`config.mk`:
```
export PLATFORM = sky130hd
export DESIGN_NAME = wide_and_sequencer_flat
export DESIGN_NICKNAME = d
export VERILOG_FILES = /design/src/rtl/wide_and_sequencer_pkg.sv /design/src/rtl/wide_and_sequencer_if.sv /design/src/rtl/wide_and_sequencer_carry_and.sv /design/src/rtl/wide_and_sequencer.sv /design/src/flat_wrapper.sv
export SDC_FILE = /design/constraint.sdc
export NUM_CORES = 1
export LEC_CHECK = 0
export ABC_AREA = 1
export BUFFER_PORTS_ARGS = -buffer_cell sky130_fd_sc_hd__buf_4
export CORE_ASPECT_RATIO = 0.9
export CORE_MARGIN = 8
export CORE_UTILIZATION = 47
export CTS_BUF_LIST = sky130_fd_sc_hd__clkbuf_16
export DETAILED_ROUTE_END_ITERATION = 10
export PLACE_DENSITY = 0.71
export SLEW_MARGIN = 40
export SYNTH_ARGS = -nofsm -noshare
export SYNTH_HDL_FRONTEND = slang
export SYNTH_SLANG_ARGS = --single-unit
```
`constraint.sdc`:
```
create_clock -name clk -period 1.5 [get_ports clk]
set_clock_uncertainty 0.2 [all_clocks]
set_input_delay 0.3 -clock clk [delete_from_list [all_inputs] [get_ports clk]]
set_output_delay 0.3 -clock clk [all_outputs]
set_load 0.005 [all_outputs]
```
`src/rtl/wide_and_sequencer_pkg.sv`:
```
`default_nettype none
// ============================================================================
// Module   : wide_and_sequencer_pkg
// Purpose  : Shared state encoding and sizing helpers for the wide AND
//            sequencer.
// Revision : 1.0 - initial release
// ============================================================================
package wide_and_sequencer_pkg;

    typedef enum logic [1:0] {
        ST_IDLE = 2'd0,
        ST_SCAN = 2'd1,
        ST_FIN  = 2'd2
    } seq_state_t;

    // ceil(log2(v)) with a floor of 1 so degenerate counters still get a bit
    function automatic int clog2_min1(input int v);
        int r;
        r = 0;
        while ((1 << r) < v) r++;
        return (r < 1) ? 1 : r;
    endfunction

    function automatic int calc_nchunk(input int width, input int chunk);
        return (width + chunk - 1) / chunk;
    endfunction

    function automatic int calc_nscan_w(input int nchunk);
        return clog2_min1(nchunk + 1);
    endfunction

endpackage
`default_nettype wire

```
`src/rtl/wide_and_sequencer_if.sv`:
```
`default_nettype none
// ============================================================================
// Module   : wide_and_sequencer_if
// Purpose  : Start/done request bus between a requester and the sequencer.
// Revision : 1.0 - initial release
// ============================================================================
interface wide_and_sequencer_if #(
    parameter int WIDTH = 64,
    parameter int CHUNK = 16
);
    import wide_and_sequencer_pkg::*;

    localparam int NSCAN_W = calc_nscan_w(calc_nchunk(WIDTH, CHUNK));

    logic               start;
    logic [WIDTH-1:0]   din;
    logic               busy;
    logic               done;
    logic               out;
    logic [NSCAN_W-1:0] nscan;

    modport master (
        output start, din,
        input  busy, done, out, nscan
    );

    modport slave (
        input  start, din,
        output busy, done, out, nscan
    );

endinterface
`default_nettype wire

```
`src/rtl/wide_and_sequencer_carry_and.sv`:
```
`default_nettype none
// ============================================================================
// Module   : wide_and_sequencer_carry_and
// Purpose  : Combinational AND-reduction of one slice, implementation
//            selectable through METHOD.
// Revision : 1.0 - initial release
// ============================================================================
module wide_and_sequencer_carry_and #(
    parameter int WIDTH  = 16,
    parameter int METHOD = 0
) (
    input  wire logic [WIDTH-1:0] i_data,
    output logic                  o_and
);

    generate
        if (METHOD == 1) begin : g_ripple
            logic w_chain;
            always_comb begin
                w_chain = 1'b1;
                for (int i = 0; i < WIDTH; i++) begin
                    w_chain = w_chain & i_data[i];
                end
            end
            assign o_and = w_chain;
        end else if (METHOD == 2) begin : g_split
            if (WIDTH == 1) begin : g_single
                assign o_and = i_data[0];
            end else begin : g_halves
                localparam int LO_W = WIDTH / 2;
                assign o_and = (&i_data[LO_W-1:0]) & (&i_data[WIDTH-1:LO_W]);
            end
        end else if (METHOD == 3) begin : g_demorgan
            assign o_and = ~|(~i_data);
        end else if (METHOD == 4) begin : g_compare
            assign o_and = (i_data == {WIDTH{1'b1}});
        end else begin : g_reduce
            assign o_and = &i_data;
        end
    endgenerate

endmodule
`default_nettype wire

```
`src/rtl/wide_and_sequencer.sv`:
```
`default_nettype none
// ============================================================================
// Module   : wide_and_sequencer
// Purpose  : Multi-cycle wide AND-reduction, one CHUNK-bit slice per cycle
//            through a shared reducer, least significant slice first.
// Revision : 1.0 - initial release
// ============================================================================
module wide_and_sequencer #(
    parameter int WIDTH      = 64,
    parameter int CHUNK      = 16,
    parameter int METHOD     = 0,
    parameter int EARLY_EXIT = 1
) (
    input  wire logic            clk,
    input  wire logic            rst,
    wide_and_sequencer_if.slave  bus
);
    import wide_and_sequencer_pkg::*;

    localparam int NCHUNK  = calc_nchunk(WIDTH, CHUNK);
    localparam int IDX_W   = clog2_min1(NCHUNK);
    localparam int NSCAN_W = calc_nscan_w(NCHUNK);
    localparam int PAD_W   = NCHUNK * CHUNK;
    localparam logic [IDX_W-1:0] LAST_IDX = IDX_W'(NCHUNK - 1);

    seq_state_t         state_q, state_d;
    logic [WIDTH-1:0]   op_q, op_d;
    logic [IDX_W-1:0]   idx_q, idx_d;
    logic               acc_q, acc_d;
    logic               busy_q, busy_d;
    logic               done_q, done_d;
    logic               out_q, out_d;
    logic [NSCAN_W-1:0] nscan_q, nscan_d;

    logic [PAD_W-1:0]   w_op_pad;
    logic [CHUNK-1:0]   w_slice;
    logic               w_red;

    // Pad with ones so a partial top slice cannot force the result low
    generate
        if (PAD_W > WIDTH) begin : g_pad
            assign w_op_pad = {{(PAD_W - WIDTH){1'b1}}, op_q};
        end else begin : g_nopad
            assign w_op_pad = op_q;
        end
    endgenerate

    always_comb begin
        w_slice = w_op_pad[CHUNK-1:0];
        for (int i = 1; i < NCHUNK; i++) begin
            if (idx_q == IDX_W'(i)) begin
                w_slice = w_op_pad[i*CHUNK +: CHUNK];
            end
        end
    end

    wide_and_sequencer_carry_and #(
        .WIDTH  (CHUNK),
        .METHOD (METHOD)
    ) u_carry_and (
        .i_data (w_slice),
        .o_and  (w_red)
    );

    always_comb begin
        state_d = state_q;
        op_d    = op_q;
        idx_d   = idx_q;
        acc_d   = acc_q;
        busy_d  = busy_q;
        done_d  = 1'b0;
        out_d   = out_q;
        nscan_d = nscan_q;
        case (state_q)
            ST_IDLE: begin
                if (bus.start) begin
                    op_d    = bus.din;
                    acc_d   = 1'b1;
                    idx_d   = '0;
                    busy_d  = 1'b1;
                    state_d = ST_SCAN;
                end
            end
            ST_SCAN: begin
                acc_d = acc_q & w_red;
                if ((idx_q == LAST_IDX) || ((EARLY_EXIT != 0) && !w_red)) begin
                    busy_d  = 1'b0;
                    state_d = ST_FIN;
                end else begin
                    idx_d = idx_q + IDX_W'(1);
                end
            end
            ST_FIN: begin
                out_d   = acc_q;
                nscan_d = NSCAN_W'(idx_q) + NSCAN_W'(1);
                done_d  = 1'b1;
                state_d = ST_IDLE;
            end
            default: begin
                busy_d  = 1'b0;
                state_d = ST_IDLE;
            end
        endcase
    end

    always_ff @(posedge clk) begin
        if (rst) begin
            state_q <= ST_IDLE;
            op_q    <= '0;
            idx_q   <= '0;
            acc_q   <= 1'b0;
            busy_q  <= 1'b0;
            done_q  <= 1'b0;
            out_q   <= 1'b0;
            nscan_q <= '0;
        end else begin
            state_q <= state_d;
            op_q    <= op_d;
            idx_q   <= idx_d;
            acc_q   <= acc_d;
            busy_q  <= busy_d;
            done_q  <= done_d;
            out_q   <= out_d;
            nscan_q <= nscan_d;
        end
    end

    assign bus.busy  = busy_q;
    assign bus.done  = done_q;
    assign bus.out   = out_q;
    assign bus.nscan = nscan_q;

endmodule
`default_nettype wire

```
`src/flat_wrapper.sv`:
```
// flat-port wrapper written by rule: the top's interface ports become plain ports
module wide_and_sequencer_flat import wide_and_sequencer_pkg::*;
#(
    parameter int WIDTH      = 64,
    parameter int CHUNK      = 16,
    parameter int METHOD     = 0,
    parameter int EARLY_EXIT = 1
)
  (clk, rst, bus_start, bus_din, bus_busy, bus_done, bus_out, bus_nscan);
  wide_and_sequencer_if #(.WIDTH(WIDTH), .CHUNK(CHUNK)) bus_i ();
  input  wire logic clk;
  input  wire logic rst;
  input wire logic [$bits(bus_i.start)-1:0] bus_start;
  input wire logic [$bits(bus_i.din)-1:0] bus_din;
  output wire logic [$bits(bus_i.busy)-1:0] bus_busy;
  output wire logic [$bits(bus_i.done)-1:0] bus_done;
  output wire logic [$bits(bus_i.out)-1:0] bus_out;
  output wire logic [$bits(bus_i.nscan)-1:0] bus_nscan;
  assign bus_i.start = bus_start;
  assign bus_i.din = bus_din;
  assign bus_busy = bus_i.busy;
  assign bus_done = bus_i.done;
  assign bus_out = bus_i.out;
  assign bus_nscan = bus_i.nscan;
  wide_and_sequencer #(.WIDTH(WIDTH), .CHUNK(CHUNK), .METHOD(METHOD), .EARLY_EXIT(EARLY_EXIT)) u_core (.clk(clk), .rst(rst), .bus(bus_i));
endmodule
```
==> metrics.md, run 1 <==
| Metric | Value |
|---|---|
| Net Count, Synth | `463` |
| Die Footprint | `9000 sq um` |
| Mux contribution to synthesized area | `0%` |
| Final WL | `6.92 mm` |
| Reg2reg end | `u_core.idx_q[0]` |
| Ratio of cells with drive above 1 in the final layout | `between 20% and 30%` |
| Top_reg_cell synth | `dfxtp_1` |
| Final Max Slew Viols | `0` |
| Fill cells | `542` |
| Largest family of logic cells by synthesized area | `simple AND/OR/NAND/NOR gates` |
| CP max stage delay | `between 0.3 and 0.4 ns` |
| Critical path type | `reg -> reg` |
| Setup Viol. Count Final | `5` |
| Post-synth ARST share | `0%` |
| Clk_lat worst skew | `approximately 0.33 ns` |
| GRT Util Overall | `16.0%` |
| # DRC | `0` |
| Post-synth top area cell | `dfxtp_1` |
| Post-DP Area | `3590 sq um` |
| Drt wl/cell | `12.6 microns` |
| Syn-to-layout area delta | `34.1%` |
| Cells along the critical path | `inv_2 > ha_4 > inv_4 > nor2_4 > nand3_2 > nand2_1 > nand2_1 > nand2_2 > nand3_4 > a21oi_2 > nor2_1` |
| RSZ-0062 raised after global routing | `true` |
| Gpl congestion | `approximately 0.78` |
| P_leak | `0.00175 uW` |
| Final WS setup | `-0.112 ns` |
| Mean Syn Cell Area | `between 7 and 8 sq um` |
| Slew @ Worst Pin | `0.335 ns` |
| Critical Path Start Type | `flip-flop` |
| Max-cap violations | `0` |
| Htree depth | `3` |
| Tcrit/Tclk final | `107%` |
| CP Capture Type | `flip-flop` |
| Status | `finished with violations` |
| Detailed Route Iter0 Violations | `about 110` |
| Final instance area | `3920 sq um` |
| Synthesis warning total | `0` |
| Distinct cells, synth | `21` |
| Largest net degree at the start of global routing | `54` |
| Post-synthesis compound-gate area fraction | `between 10 and 15%` |
| HPWL after detailed placement | `5.02 mm` |
| CP Data Arrival Time | `~1.6 ns` |
| Number of CTS-inserted buffers | `9` |
| Initial Util | `48.0%` |
| Post-synth EDFFs | `0` |
| Top Ports | `73` |
| Final-stage net count | `541` |
| Clock Pin Slew Worst Setup and Hold Paths | `0.05 ns` |
| Slowest CP cell | `dfxtp_2` |
| DRT antenna net count | `0` |
| Post-Synth Adder-Cell Area | `1.28%` |
| XOR/XNOR Fraction of Synth Area | `0%` |
| Top cells by count, synth | `nor2_1 (137), dfxtp_1 (75), o21ai_0 (69)` |
| HP Start | `bus_din[50]` |
| CP required | `between 1.5 and 2 ns` |
| Hold EP | `u_core.op_q[50]` |
| Violated checks | `negative setup slack` |
| Synth Cell Area | `between 2000 and 3000 sq um` |
| # diodes | `0` |
| Yosys top cell area share | `roughly half` |
| Antenna violations before repair | `0` |
| Vias per inst | `4.85` |
| IO Port Bufs | `72` |
| R2R cell count | `11` |
| Pre-Repair DR Iteration Count | `4` |
| Reg2Reg Setup Slack | `-0.11 ns` |
| Min Tclk post-route | `1.61 ns` |
| Most numerous cell on the critical path | `nand2_1` |
| CTS tree | `yes` |
| Post-synthesis sequential area ratio | `51.4%` |
| Maximum VDD drop | `around 940 uV` |
| Mapped Cells | `just under 400` |
| Hold_ws | `0.0219 ns` |
| Top-count cell post-synth | `nor2_1` |
| CTS root buffer | `clkbuf_16` |
| R2R Path Start | `u_core.idx_q[1]` |
| CTS max path bufs | `2` |
| Die width | `99.1 microns` |
| Area of the core | `6080 sq um` |
| Top cells by area, synth | `dfxtp_1 (51%), nor2_1 (18%), o21ai_0 (12%)` |
| Fmax | `621 MHz` |
| Total clock sinks | `75` |
| Simple-Gate Fraction of Synth Area | `26.4%` |
| #FFs+latches synth | `75` |
| Vias in the first global route | `about 2,700` |
| Height of the die | `just over 90 microns` |
| Final Hold Vio Count | `0` |
| Hold WC Path Type | `in -> reg` |
| Peak fanout along the critical path | `6` |
| Via count | `2,655` |
| Total global routing overflow | `0` |
| Worst Hold Depth | `3` |
| First-pass GRT wire length | `11.8 mm` |
| Power per Cell Area | `~1200 nW/um^2` |
| Num rows | `27` |
| Max-slew headroom | `77.5%` |
how the worst max path moves through the flow:
stage	startpoint	to	slack, ns	cells after the start
2_1_floorplan	u_core.idx_q[1]	u_core.idx_q[0]	-0.007	11
3_3_place_gp	u_core.idx_q[1]	u_core.idx_q[0]	-0.07	11
3_5_place_dp	u_core.idx_q[1]	u_core.idx_q[0]	-0.18	11
4_1_cts	u_core.idx_q[1]	u_core.idx_q[0]	-0.10	11
5_1_grt	u_core.idx_q[1]	u_core.idx_q[1]	-0.23	12
6_report	u_core.idx_q[1]	u_core.idx_q[0]	-0.11	11
critical path, delay by kind of cell, from the launching register on:
kind	cells	cell delay [ns]
AND/OR/NAND/NOR	7	0.55
flip-flops	1	0.33
adder cells (fa/ha/maj)	1	0.15
buffers and inverters	2	0.11
AO/OA/AOI/OAI	1	0.15
cells in the final DEF (no fill, tap or decap), drive strengths merged:
master         n
a21oi         13
buf           87
clkbuf         9
clkinv         4
dfxtp         75
dlygate4sd3    1
ha             3
inv           22
nand2         37
nand3          9
nand3b         1
nand4          3
nor2         139
nor4           2
o21ai         70
flip-flops by register name, indices dropped and copies added (netlist names):
name and flops:
u_core.bus.done 1, u_core.bus.busy 1, u_core.idx_q 2, u_core.acc_q 1, u_core.state_q 2, u_core.bus.nscan 3, u_core.bus.out 1, u_core.op_q 64
power by group:
part	internal [uW]	switching, uW	total [uW]
clock	1080	731	1810
sequential	2180	89.6	2260
combinational	325	336	661
metrics by stage:
step | setup TNS [ns] | setup WS [ns] | util (%) | total power (uW) | std cells
finish | -0.277 | -0.112 | 64.4 | 4740 | 547
global route | -0.889 | -0.228 | 64.4 | 4980 | 547
CTS | -0.236 | -0.102 | 63.8 | 4760 | 546
detailed placement | -0.617 | -0.176 | 59.0 | 2940 | 529
global placement | -0.139 | -0.0716 | 59.0 | 2910 | 529
floorplan | -0.0115 | -0.00694 | - | 2660 | 393
metal layers:
metal  global-route usage [%]  vias up  part of all wire [%]
li1                         -     1406                     -
met1                     18.1     1191                    44
met2                     26.8       51                    49
met3                     6.86        7                   5.8
met4                     4.16        0                   1.5
met5                        0        -                     0
repair_timing:
item                                    4_1_cts  5_1_grt
gates resized for setup                       8        9
endpoints found under the hold margin         3        0
pin swaps                                    12       10
buffers inserted                              1        1
endpoints found under the setup margin        6       56
hold buffers                                  1        0
area by class of cell:
type | instances | area [sq um] | area share, %
clock buffer | 9 | 225 | 5.75
clock inverter | 6 | 26.3 | 0.671
inverter | 20 | 77.6 | 1.98
multi-input combinational | 277 | 1280 | 32.7
sequential | 75 | 1500 | 38.4
tap | 72 | 90.1 | 2.30
timing repair buffer | 88 | 713 | 18.2
cells by family (layout without fill, tap and decap cells):
kind of cell | after synthesis | in the layout
flip-flops | 75 | 75
AO/OA/AOI/OAI | 83 | 83
buffers and inverters | 41 | 123
AND/OR/NAND/NOR | 191 | 191
adder cells (fa/ha/maj) | 3 | 3
Power figures use the tool's default switching activity.
==> run 2: changes to the inputs <==
Settings changed: CTS_BUF_LIST sky130_fd_sc_hd__clkbuf_16 to not set.
==> run 2 against run 1 <==
Effect of this change: the run still ends with negative setup slack left; worst setup slack better by 0.0054 ns; total power down 11%; combinational power grew 3.2%; design area up 0.42%; die area is the same; sequential power is essentially flat; sequential share of layout area fell by 0.16 points; global-route usage is 0.61 points higher; non-clock buffer count is 10 higher; flip-flop and latch count stayed put; cell count up 1.8%.
==> metrics.md, run 2 (synthesized netlist as in run 1, its figures left out) <==
| Metric | Value |
|---|---|
| RSZ-0062 raised after global routing | `true` |
| Ratio of cells with drive above 1 in the final layout | `24.5% (-0.73 points)` |
| Drt wl/cell | `12.6 microns (about the same)` |
| Setup TNS | `-0.237 ns (+0.0393 ns)` |
| Max-slew headroom | `76.9% (-0.58 points)` |
| # diodes | `0 (unchanged)` |
| Post-DP Area | `3590 sq um (unchanged)` |
| Commonest non-fill, non-tap cell in the layout | `nor2_1` |
| HPWL after detailed placement | `5.02 mm (unchanged)` |
| DRT antenna net count | `0 (unchanged)` |
| Area of the multi-input gates | `1290 sq um (+0.39%)` |
| Pre-Repair DR Iteration Count | `4 (unchanged)` |
| Final core occ | `64.7% (+0.27 points)` |
| CP required | `1.54 ns (+0.02 ns)` |
| Detailed Route Iter0 Violations | `98 (-8.4%)` |
| Initial Util | `48.0% (unchanged)` |
| Violated checks | `negative setup slack` |
| IO Port Bufs | `72 (unchanged)` |
| Number of CTS-inserted buffers | `9 (unchanged)` |
| Num rows | `27 (unchanged)` |
| Top Ports | `73 (unchanged)` |
| Clk_lat worst skew | `0.34 ns (about the same)` |
| CTS tree | `yes` |
| Die Footprint | `9000 sq um (unchanged)` |
| Most frequent cells in the layout | `nor2_1 (132), buf_4 (82), dfxtp_1 (73)` |
| Clock Pin Slew Worst Setup and Hold Paths | `0.07 ns (+0.02 ns)` |
| Die width | `99.1 microns (unchanged)` |
| Reg area | `1500 sq um (unchanged)` |
| Final WS setup | `-0.106 ns (+0.00536 ns)` |
| Final Max Slew Viols | `0 (unchanged)` |
| Final WL | `7.05 mm (+1.9%)` |
| Biggest register | `u_core.op_q` |
| Gpl congestion | `0.779 (unchanged)` |
| Total global routing overflow | `0 (unchanged)` |
| Htree depth | `3 (unchanged)` |
| Critical Path Start Type | `flip-flop` |
| Slew @ Worst Pin | `0.344 ns (+0.00865 ns)` |
| Fmax | `623 MHz (+0.33%)` |
| CP Capture Type | `flip-flop` |
| P_leak | `0.00174 uW (-0.70%)` |
| CTS root buffer | `clkbuf_8` |
| Max-cap violations | `0 (unchanged)` |
| Status | `finished with violations` |
| Fill cells | `547 (+0.92%)` |
| Setup Viol. Count Final | `5 (unchanged)` |
| Min Tclk post-route | `1.61 ns (-0.00536 ns)` |
| CP Data Arrival Time | `1.65 ns (+0.02 ns)` |
| Vias in the first global route | `2,693 (+1.2%)` |
| Power per Cell Area | `1080 nW/um^2 (-11%)` |
| GRT Util Overall | `16.6% (+0.61 points)` |
| Antenna violations before repair | `0 (unchanged)` |
| Total clock sinks | `75 (unchanged)` |
| Largest net degree at the start of global routing | `54 (unchanged)` |
| Via count | `2,719 (+2.4%)` |
| CTS max path bufs | `2 (unchanged)` |
| First-pass GRT wire length | `12.1 mm (+2.8%)` |
| Final Hold Vio Count | `0 (unchanged)` |
| Max reg flops | `64 (unchanged)` |
| Tcrit/Tclk final | `107% (-0.36 points)` |
| Syn-to-layout area delta | `34.6%` |
| Height of the die | `90.8 microns (unchanged)` |
| Vias per inst | `4.88 (+0.57%)` |
| Final instance area | `3930 sq um (+0.42%)` |
| Critical path type | `reg -> reg` |
| # DRC | `0 (unchanged)` |
| Hold WC Path Type | `in -> reg` |
| Area of the core | `6080 sq um (unchanged)` |
| Maximum VDD drop | `743 uV (-21%)` |
| Peak fanout along the critical path | `6 (unchanged)` |
| Final-stage net count | `551 (+1.8%)` |
run 2: worst paths after layout:
| path | depth (start not counted) | slack, ns | endpoint | startpoint |
|---|---|---|---|---|
| worst max-delay path | 11 | -0.11 | u_core.idx_q[0] | u_core.idx_q[1] |
| worst max register to register | 11 | -0.11 | u_core.idx_q[0] | u_core.idx_q[1] |
| worst min register to register | 2 | 0.25 | u_core.op_q[59] | u_core.op_q[59] |
| worst min-delay path | 3 | 0.01 | u_core.op_q[52] | bus_din[52] |
run 2: report_power, final:
part	total, uW	switching, uW	internal [uW]
clock network	1290	664	629
logic	682	341	341
registers	2260	89.3	2170
total	4240	1090	3140
run 2: what timing repair did:
item                                    CTS  global route
endpoints found under the setup margin    6            62
gates resized for setup                   8            11
buffers inserted                          1             0
pin swaps                                12             5
hold buffers                             12             0
cloned                                    0             0
endpoints found under the hold margin    13             0
run 2: final cells by class:
| type | instances | area share [%] |
|---|---|---|
| Sequential cell | 75 | 38.2 |
| Timing Repair Buffer | 98 | 20.7 |
| Clock inverter | 3 | 0.382 |
| Inverter | 20 | 1.97 |
| Tap cell | 72 | 2.29 |
| Multi-Input combinational cell | 277 | 32.7 |
| Clock buffer | 12 | 3.69 |
run 2: metrics by stage:
step | cells | power [uW] | setup WS [ns] | hold WS (ns)
floorplan | 393 | 2660 | -0.00694 | 0.169
global placement | 529 | 2910 | -0.0716 | 0.241
detailed placement | 529 | 2940 | -0.176 | 0.245
CTS | 557 | 4270 | -0.103 | 0.0000910
global route | 557 | 4490 | -0.206 | 0.000304
finish | 557 | 4240 | -0.106 | 0.0128
run 2: routing by layer:
metal	track usage, %	share of wire (%)	vias up
met5	0	0	-
met4	5.54	1.2	0
met3	7.01	6.7	11
met2	27.8	50	62
met1	18.4	43	1218
li1	-	-	1428
run 2: worst max-delay path: stages, from the launching register on:
cell and delay (ns):
dfxtp_2 0.34, inv_2 0.08, ha_4 0.17, inv_4 0.05, nor2_4 0.08, nand3_2 0.07
nand2_1 0.06, nand2_1 0.07, nand2_2 0.08, nand3_4 0.10, a21oi_2 0.15, nor2_1 0.05
